File: src/rtl/mem_responder_pkg.sv
// Shared constants for the memory responder: geometry, bus direction codes, FSM encoding.
// Latency: n/a (constants only).
// Backpressure: n/a.
package mem_responder_pkg;

    localparam int MEM_DEPTH = 256;
    localparam int DATA_W    = 8;
    localparam int ADDR_W    = 8;

    // Bus direction as seen on the rw input.
    localparam logic RW_READ  = 1'b1;
    localparam logic RW_WRITE = 1'b0;

    // FSM encoding: CLEAR zeroes the array once, SERVE is terminal until rst.
    localparam logic [0:0] ST_CLEAR = 1'b0;
    localparam logic [0:0] ST_SERVE = 1'b1;

endpackage

File: src/rtl/sp_ram_256x8.sv
// 256x8 storage array; port A and port B writes, one registered read port.
// Latency: write visible to a read issued the next cycle; read data one cycle after rd_en.
// Backpressure: none, accepts one read and the writes every cycle.
module sp_ram_256x8
    import mem_responder_pkg::*;
(
    input  logic              clk,
    input  logic              rst,
    input  logic              a_we,
    input  logic [ADDR_W-1:0] a_addr,
    input  logic [DATA_W-1:0] a_dat,
    input  logic              b_we,
    input  logic [ADDR_W-1:0] b_addr,
    input  logic [DATA_W-1:0] b_dat,
    input  logic              rd_en,
    input  logic [ADDR_W-1:0] rd_addr,
    output logic [DATA_W-1:0] rd_dat
);

    logic [DATA_W-1:0] mem [MEM_DEPTH];
    logic [DATA_W-1:0] rd_dat_q;
    logic [DATA_W-1:0] rd_dat_d;

    // Array update; the caller has already resolved same-address collisions,
    // port A is written last so it would still win if both ever matched.
    always_ff @(posedge clk) begin
        if (b_we) mem[b_addr] <= b_dat;
        if (a_we) mem[a_addr] <= a_dat;
    end

    // Read data captures the pre-write contents and holds when no read occurs.
    always_comb begin
        rd_dat_d = rd_dat_q;
        if (rd_en) rd_dat_d = mem[rd_addr];
    end

    // Read register: only this register is reset, never the array itself.
    always_ff @(posedge clk) begin
        if (rst) rd_dat_q <= '0;
        else     rd_dat_q <= rd_dat_d;
    end

    assign rd_dat = rd_dat_q;

endmodule

File: src/rtl/mem_responder.sv
// CPU-side memory responder: clears 256 words after reset, then serves bus reads/writes.
// Latency: read data and rvalid one cycle after the accepted read; writes take effect at the edge.
// Backpressure: none; accesses during CLEAR are dropped and flagged on err.
module mem_responder
    import mem_responder_pkg::*;
#(
    parameter bit CLEAR_ON_RST = 1'b1
) (
    input  logic              clk,
    input  logic              rst,
    input  logic              en,
    input  logic              rw,
    input  logic [ADDR_W-1:0] addr,
    input  logic [DATA_W-1:0] wdata,
    input  logic              prog_we,
    input  logic [ADDR_W-1:0] prog_addr,
    input  logic [DATA_W-1:0] prog_data,
    output logic [DATA_W-1:0] rdata,
    output logic              rvalid,
    output logic              ready,
    output logic              err
);

    localparam logic [0:0] RST_STATE = CLEAR_ON_RST ? ST_CLEAR : ST_SERVE;

    logic [0:0]        state_q, state_d;
    logic [ADDR_W-1:0] cnt_q,   cnt_d;
    logic              err_q,   err_d;
    logic              rvalid_q, rvalid_d;

    logic              in_clear, in_serve;
    logic              clr_wr, bus_wr, bus_rd;
    logic              b_we;
    logic [ADDR_W-1:0] b_addr;
    logic [DATA_W-1:0] b_dat;

    assign in_clear = (state_q == ST_CLEAR);
    assign in_serve = (state_q == ST_SERVE);

    // Access qualification; a cycle with rst high drops every bus access.
    always_comb begin
        clr_wr = in_clear && !rst;
        bus_wr = en && (rw == RW_WRITE) && in_serve && !rst;
        bus_rd = en && (rw == RW_READ)  && in_serve && !rst;
    end

    // Write-port priority: prog owns port A; port B carries the clear or bus
    // write and is suppressed when prog targets the same word.
    always_comb begin
        b_addr = addr;
        b_dat  = wdata;
        if (in_clear) begin
            b_addr = cnt_q;
            b_dat  = '0;
        end
        b_we = (clr_wr || bus_wr) && !(prog_we && (prog_addr == b_addr));
    end

    // Next-state: clear pass advances once per cycle and exits on word 255.
    always_comb begin
        state_d  = state_q;
        cnt_d    = cnt_q;
        err_d    = err_q;
        rvalid_d = bus_rd;
        if (in_clear) begin
            cnt_d = cnt_q + 1'b1;
            if (cnt_q == ADDR_W'(MEM_DEPTH - 1)) state_d = ST_SERVE;
            if (en) err_d = 1'b1;
        end
    end

    // Control registers with synchronous reset.
    always_ff @(posedge clk) begin
        if (rst) begin
            state_q  <= RST_STATE;
            cnt_q    <= '0;
            err_q    <= 1'b0;
            rvalid_q <= 1'b0;
        end else begin
            state_q  <= state_d;
            cnt_q    <= cnt_d;
            err_q    <= err_d;
            rvalid_q <= rvalid_d;
        end
    end

    sp_ram_256x8 u_ram (
        .clk     (clk),
        .rst     (rst),
        .a_we    (prog_we),
        .a_addr  (prog_addr),
        .a_dat   (prog_data),
        .b_we    (b_we),
        .b_addr  (b_addr),
        .b_dat   (b_dat),
        .rd_en   (bus_rd),
        .rd_addr (addr),
        .rd_dat  (rdata)
    );

    assign rvalid = rvalid_q;
    assign ready  = in_serve;
    assign err    = err_q;

endmodule

File: config.mk
export PLATFORM = sky130hd
export DESIGN_NAME = mem_responder
export DESIGN_NICKNAME = d
export VERILOG_FILES = /design/src/rtl/mem_responder_pkg.sv /design/src/rtl/sp_ram_256x8.sv /design/src/rtl/mem_responder.sv
export SDC_FILE = /design/constraint.sdc
export NUM_CORES = 2
export LEC_CHECK = 0
export BUFFER_PORTS_ARGS = -buffer_cell sky130_fd_sc_hd__buf_4
export CAP_MARGIN = 25
export CORE_UTILIZATION = 45
export DETAILED_ROUTE_END_ITERATION = 12
export GPL_ROUTABILITY_DRIVEN = 1
export PLACE_DENSITY = 0.71
export SYNTH_ARGS = -nofsm -noshare
export SYNTH_HDL_FRONTEND = slang
export SYNTH_SLANG_ARGS = --single-unit
File: constraint.sdc
create_clock -name clk -period 3.2 [get_ports clk]
set_input_delay 0.48 -clock clk [delete_from_list [all_inputs] [get_ports clk]]
set_output_delay 0.48 -clock clk [all_outputs]
set_load 0.01 [all_outputs]
==> results.rst <==
.. list-table::
   :header-rows: 1

   * - Metric
     - Value
   * - TritonRoute pass-1 iters
     - 7
   * - Count of pins on the block boundary
     - 48
   * - Failing checks
     - negative setup slack
   * - Yosys warning total
     - 0
   * - Count of unique library cells instantiated by Yosys
     - 74
   * - Overflow left after global routing
     - 0
   * - Standby leakage power
     - 39.3 nW
   * - Share of post-route cells with drive strength above 1
     - 20.1%
   * - Total setup buffers inserted after CTS
     - 0
   * - Capturing element type of the critical path
     - flip-flop
   * - Number of port buffers
     - 47
   * - Wire length reported by the detailed router
     - 379000 um
   * - CTS tree
     - done
   * - Number of flops mapped to enable cells by yosys
     - 2048
   * - Standard cell core area
     - 231000 um^2
   * - Die span in y
     - 484 um
   * - Arrival time at the worst endpoint
     - 4.12 ns
   * - CTS Buffer Depth
     - 3
   * - Synthesized area divided by synthesized cell count
     - 11.2 um^2
   * - Dominant cell type by area after synthesis
     - sky130_fd_sc_hd__edfxtp_1
   * - Unrepaired setup endpoints after global routing
     - true
   * - Number of nets in the layout
     - 9676
   * - # H-tree levels
     - 4
   * - Power, Total
     - 58.6 mW
   * - Register-to-Register Path Depth
     - 8
   * - Inserted Clock Buffers
     - 211
   * - Clock transition at the registers of the reported paths
     - 0.07 ns
   * - Antenna violations before repair
     - 18
   * - Pin count of the biggest net entering global routing
     - 175
   * - Min cycle time layout
     - 3.30 ns
   * - Max-slew headroom
     - 7.04%
   * - Status
     - finished with violations
   * - Worst setup path class
     - reg -> reg
   * - Synth Cell Area
     - 105000 um^2
   * - Post-route fraction of the period consumed by the critical path
     - 103%
   * - Largest voltage drop on the vdd net
     - 0.000562 V
   * - Vias in the first global route
     - 78700
   * - HP Class
     - in -> reg
   * - Total routing resource utilization after global routing
     - 31.7%
   * - Antenna viol nets, final
     - 0
   * - Area share of the largest cell type after synthesis
     - 58.8%
   * - Transition time at the pin with the least slew margin
     - 1.39 ns
   * - Average wire length per cell after detail routing
     - 29.5 um
   * - Number of maximum-capacitance constraint violations
     - 0
   * - CP Max Fanout
     - 9
   * - CP required
     - 4.01 ns
   * - Routability-driven placement congestion ratio
     - 1.04
   * - Initial Utilization
     - 45.3%
   * - DIE AREA
     - 234000 um^2
   * - Critical Path Source Type
     - flip-flop
   * - Worst setup margin
     - -0.104 ns
   * - Number of setup violations in the final report
     - 75
   * - Number of flip-flops and latches in the synthesized netlist
     - 2067
   * - Placed insts
     - 12400
   * - Gate count of the mapped netlist
     - 9300
   * - 1st-iter DRT viols
     - 13600
   * - DRC Markers
     - 0
   * - CTS Root Buffer Type
     - sky130_fd_sc_hd__clkbuf_16
   * - Main flop type after synthesis
     - sky130_fd_sc_hd__edfxtp_1
   * - Vias per cell
     - 6.49
   * - Global-route wire length before repair
     - 545000 um
   * - Worst clock skew
     - 0.0594 ns
   * - Number of placement rows
     - 176
   * - Highest clock frequency the design can meet
     - 303 MHz
   * - Register area share after synthesis
     - 59.2%
   * - Post-Synthesis Net Count
     - 9338
   * - Number of cells on the worst hold path
     - 3
   * - Sinks on the clock net
     - 2067
   * - Cell Pwr Density
     - 482 nW/um^2
   * - Width of the die
     - 484 um
   * - Relative area change from synthesis to final layout
     - 16.2%
   * - Clock latency reported for the late side of the worst-skew pair
     - 0.91 ns
   * - Biggest area contributors in the synthesized netlist
     - sky130_fd_sc_hd__edfxtp_1, sky130_fd_sc_hd__o21ai_0, sky130_fd_sc_hd__mux4_2, sky130_fd_sc_hd__nand2_1, sky130_fd_sc_hd__clkbuf_1
   * - Count of final max-slew check failures
     - 0
   * - Fill count
     - 18900
   * - Detailed placement HPWL
     - 250000 um
   * - Via count
     - 83400
   * - Synth async-reset ratio
     - 0%
   * - Non-Filler Instances
     - 12900
   * - Hold violation total from the final report
     - 0
[report_power, final]
group | switching [mW] | internal (mW) | leakage, nW
registers | 0.0190 | 29.4 | 17.9
clock network | 11.1 | 14.0 | 3.35
logic | 2.67 | 1.44 | 18.0
[worst max-delay path, stage by stage (launching register included)]
cell	delay, ns
sky130_fd_sc_hd__dfxtp_2	0.53
sky130_fd_sc_hd__and4b_1	0.68
sky130_fd_sc_hd__nand2b_1	0.15
sky130_fd_sc_hd__buf_4	0.20
sky130_fd_sc_hd__buf_4	0.21
sky130_fd_sc_hd__a2111oi_2	0.53
sky130_fd_sc_hd__o2111ai_1	0.26
sky130_fd_sc_hd__or3_1	0.49
sky130_fd_sc_hd__o211ai_1	0.13
[layout make-up]
class / count / area [um^2] / area share, %
clock inverters: 132 / 1350 / 1.11
flip-flops and latches: 2067 / 61900 / 50.9
well taps: 3026 / 3790 / 3.12
repair buffers: 1177 / 10700 / 8.80
clock buffers: 258 / 5550 / 4.57
diodes: 14 / 35.0 / 0.0288
multi-input cells: 6173 / 38200 / 31.4
inverters: 8 / 33.8 / 0.0278
[per-layer routing]
| layer | up-vias | track usage [%] | routed length (um) |
|---|---|---|---|
| met5 | - | 0.572 | 347 |
| met4 | 28 | 19.7 | 27300 |
| met3 | 1393 | 9.91 | 55700 |
| met2 | 6868 | 47.2 | 167000 |
| met1 | 40100 | 40.2 | 129000 |
| li1 | 35000 | - | - |
[Yosys cell counts, types with 9 or more instances]
library cell	count
sky130_fd_sc_hd__nor4_1	12
sky130_fd_sc_hd__mux2i_1	207
sky130_fd_sc_hd__nand2_1	2290
sky130_fd_sc_hd__nand3_1	47
sky130_fd_sc_hd__buf_6	41
sky130_fd_sc_hd__nand2b_1	16
sky130_fd_sc_hd__a22oi_1	47
sky130_fd_sc_hd__dfxtp_1	19
sky130_fd_sc_hd__nor2_1	346
sky130_fd_sc_hd__o22ai_1	295
sky130_fd_sc_hd__a221oi_1	9
sky130_fd_sc_hd__a211oi_1	23
sky130_fd_sc_hd__nand4_1	15
sky130_fd_sc_hd__a2111oi_0	9
sky130_fd_sc_hd__a31oi_1	20
sky130_fd_sc_hd__o21ai_0	2084
sky130_fd_sc_hd__o221ai_1	64
sky130_fd_sc_hd__edfxtp_1	2048
sky130_fd_sc_hd__xnor2_1	10
sky130_fd_sc_hd__and2_1	9
sky130_fd_sc_hd__mux4_2	421
sky130_fd_sc_hd__mux4_1	20
sky130_fd_sc_hd__buf_1	23
sky130_fd_sc_hd__a21oi_1	53
sky130_fd_sc_hd__buf_2	46
sky130_fd_sc_hd__clkbuf_1	886
sky130_fd_sc_hd__nor3_1	26
sky130_fd_sc_hd__nor2b_1	27
sky130_fd_sc_hd__mux2_2	17
sky130_fd_sc_hd__buf_8	15
sky130_fd_sc_hd__buf_4	33
[path summary, 6_finish.rpt]
| kind | slack [ns] | to | startpoint |
|---|---|---|---|
| min reg2reg | 0.48 | err$_SDFFE_PP0P_ | err$_SDFFE_PP0P_ |
| max reg2reg | -0.10 | u_ram.rd_dat[1]$_SDFFE_PP0P_ | ready$_SDFF_PP0_ |
| min | 0.05 | ready$_SDFF_PP0_ | rst |
| max | -0.10 | u_ram.rd_dat[1]$_SDFFE_PP0P_ | ready$_SDFF_PP0_ |
[layout by cell type, fill, tap and decap left out, types with 17 or more instances in the layout]
master	netlist	routed
sky130_fd_sc_hd__bufinv_16	0	21
sky130_fd_sc_hd__mux4_1	20	20
sky130_fd_sc_hd__nand3_1	47	41
sky130_fd_sc_hd__o21ai_0	2084	2084
sky130_fd_sc_hd__clkbuf_1	886	41
sky130_fd_sc_hd__edfxtp_1	2048	2048
sky130_fd_sc_hd__nor3_1	26	25
sky130_fd_sc_hd__nand2_1	2290	2269
sky130_fd_sc_hd__a22oi_1	47	47
sky130_fd_sc_hd__clkinv_1	2	50
sky130_fd_sc_hd__buf_12	7	142
sky130_fd_sc_hd__mux2i_1	207	207
sky130_fd_sc_hd__mux4_2	421	421
sky130_fd_sc_hd__a21oi_1	53	53
sky130_fd_sc_hd__a211oi_1	23	23
sky130_fd_sc_hd__o221ai_1	64	64
sky130_fd_sc_hd__dfxtp_1	19	18
sky130_fd_sc_hd__mux2_2	17	17
sky130_fd_sc_hd__nor2b_1	27	24
sky130_fd_sc_hd__clkinv_2	0	40
sky130_fd_sc_hd__o22ai_1	295	286
sky130_fd_sc_hd__buf_4	33	1022
sky130_fd_sc_hd__nor2_1	346	342
sky130_fd_sc_hd__clkbuf_16	0	214
sky130_fd_sc_hd__a31oi_1	20	20
[sequential cells by signal, summed over array words and instances (netlist names)]
name,cells
cnt_q,8
err,1
rvalid,1
u_ram.rd_dat,8
u_ram.mem,2048
ready,1
[metrics by stage]
| step | cell area (um^2) | utilization (%) | setup TNS [ns] | hold slack (ns) | setup slack (ns) |
|---|---|---|---|---|---|
| floorplan | 105000 | - | 0 | 0.502 | 0.229 |
| global placement | 114000 | 49.6 | -4.10 | 0.465 | -1.50 |
| detailed placement | 114000 | 49.7 | -4.24 | 0.474 | -0.400 |
| CTS | 121000 | 52.7 | 0 | 0.00700 | 0.0416 |
| global route | 121000 | 52.7 | -0.540 | 0.0234 | -0.0438 |
| finish | 121000 | 52.7 | -1.31 | 0.0533 | -0.104 |
[repair_timing]
item / CTS / global route
hold buffers: 1 / 0
hold endpoints to repair: 1 / 0
endpoints found under the setup margin: 15 / 66
resized for setup: 2 / 7
[cell families after synthesis]
logic type | Yosys count | share of synthesized area (%)
buffers and inverters | 1060 | 4.55
AOI/OAI and AO/OA | 2676 | 13.9
adders and majority gates | 1 | 0.0120
DFF | 2067 | 59.2
muxes | 665 | 11.7
xor gates and xnor gates | 14 | 0.117
and+or+nand+nor | 2817 | 10.5
No activity file was read; power rests on OpenSTA's default activity.
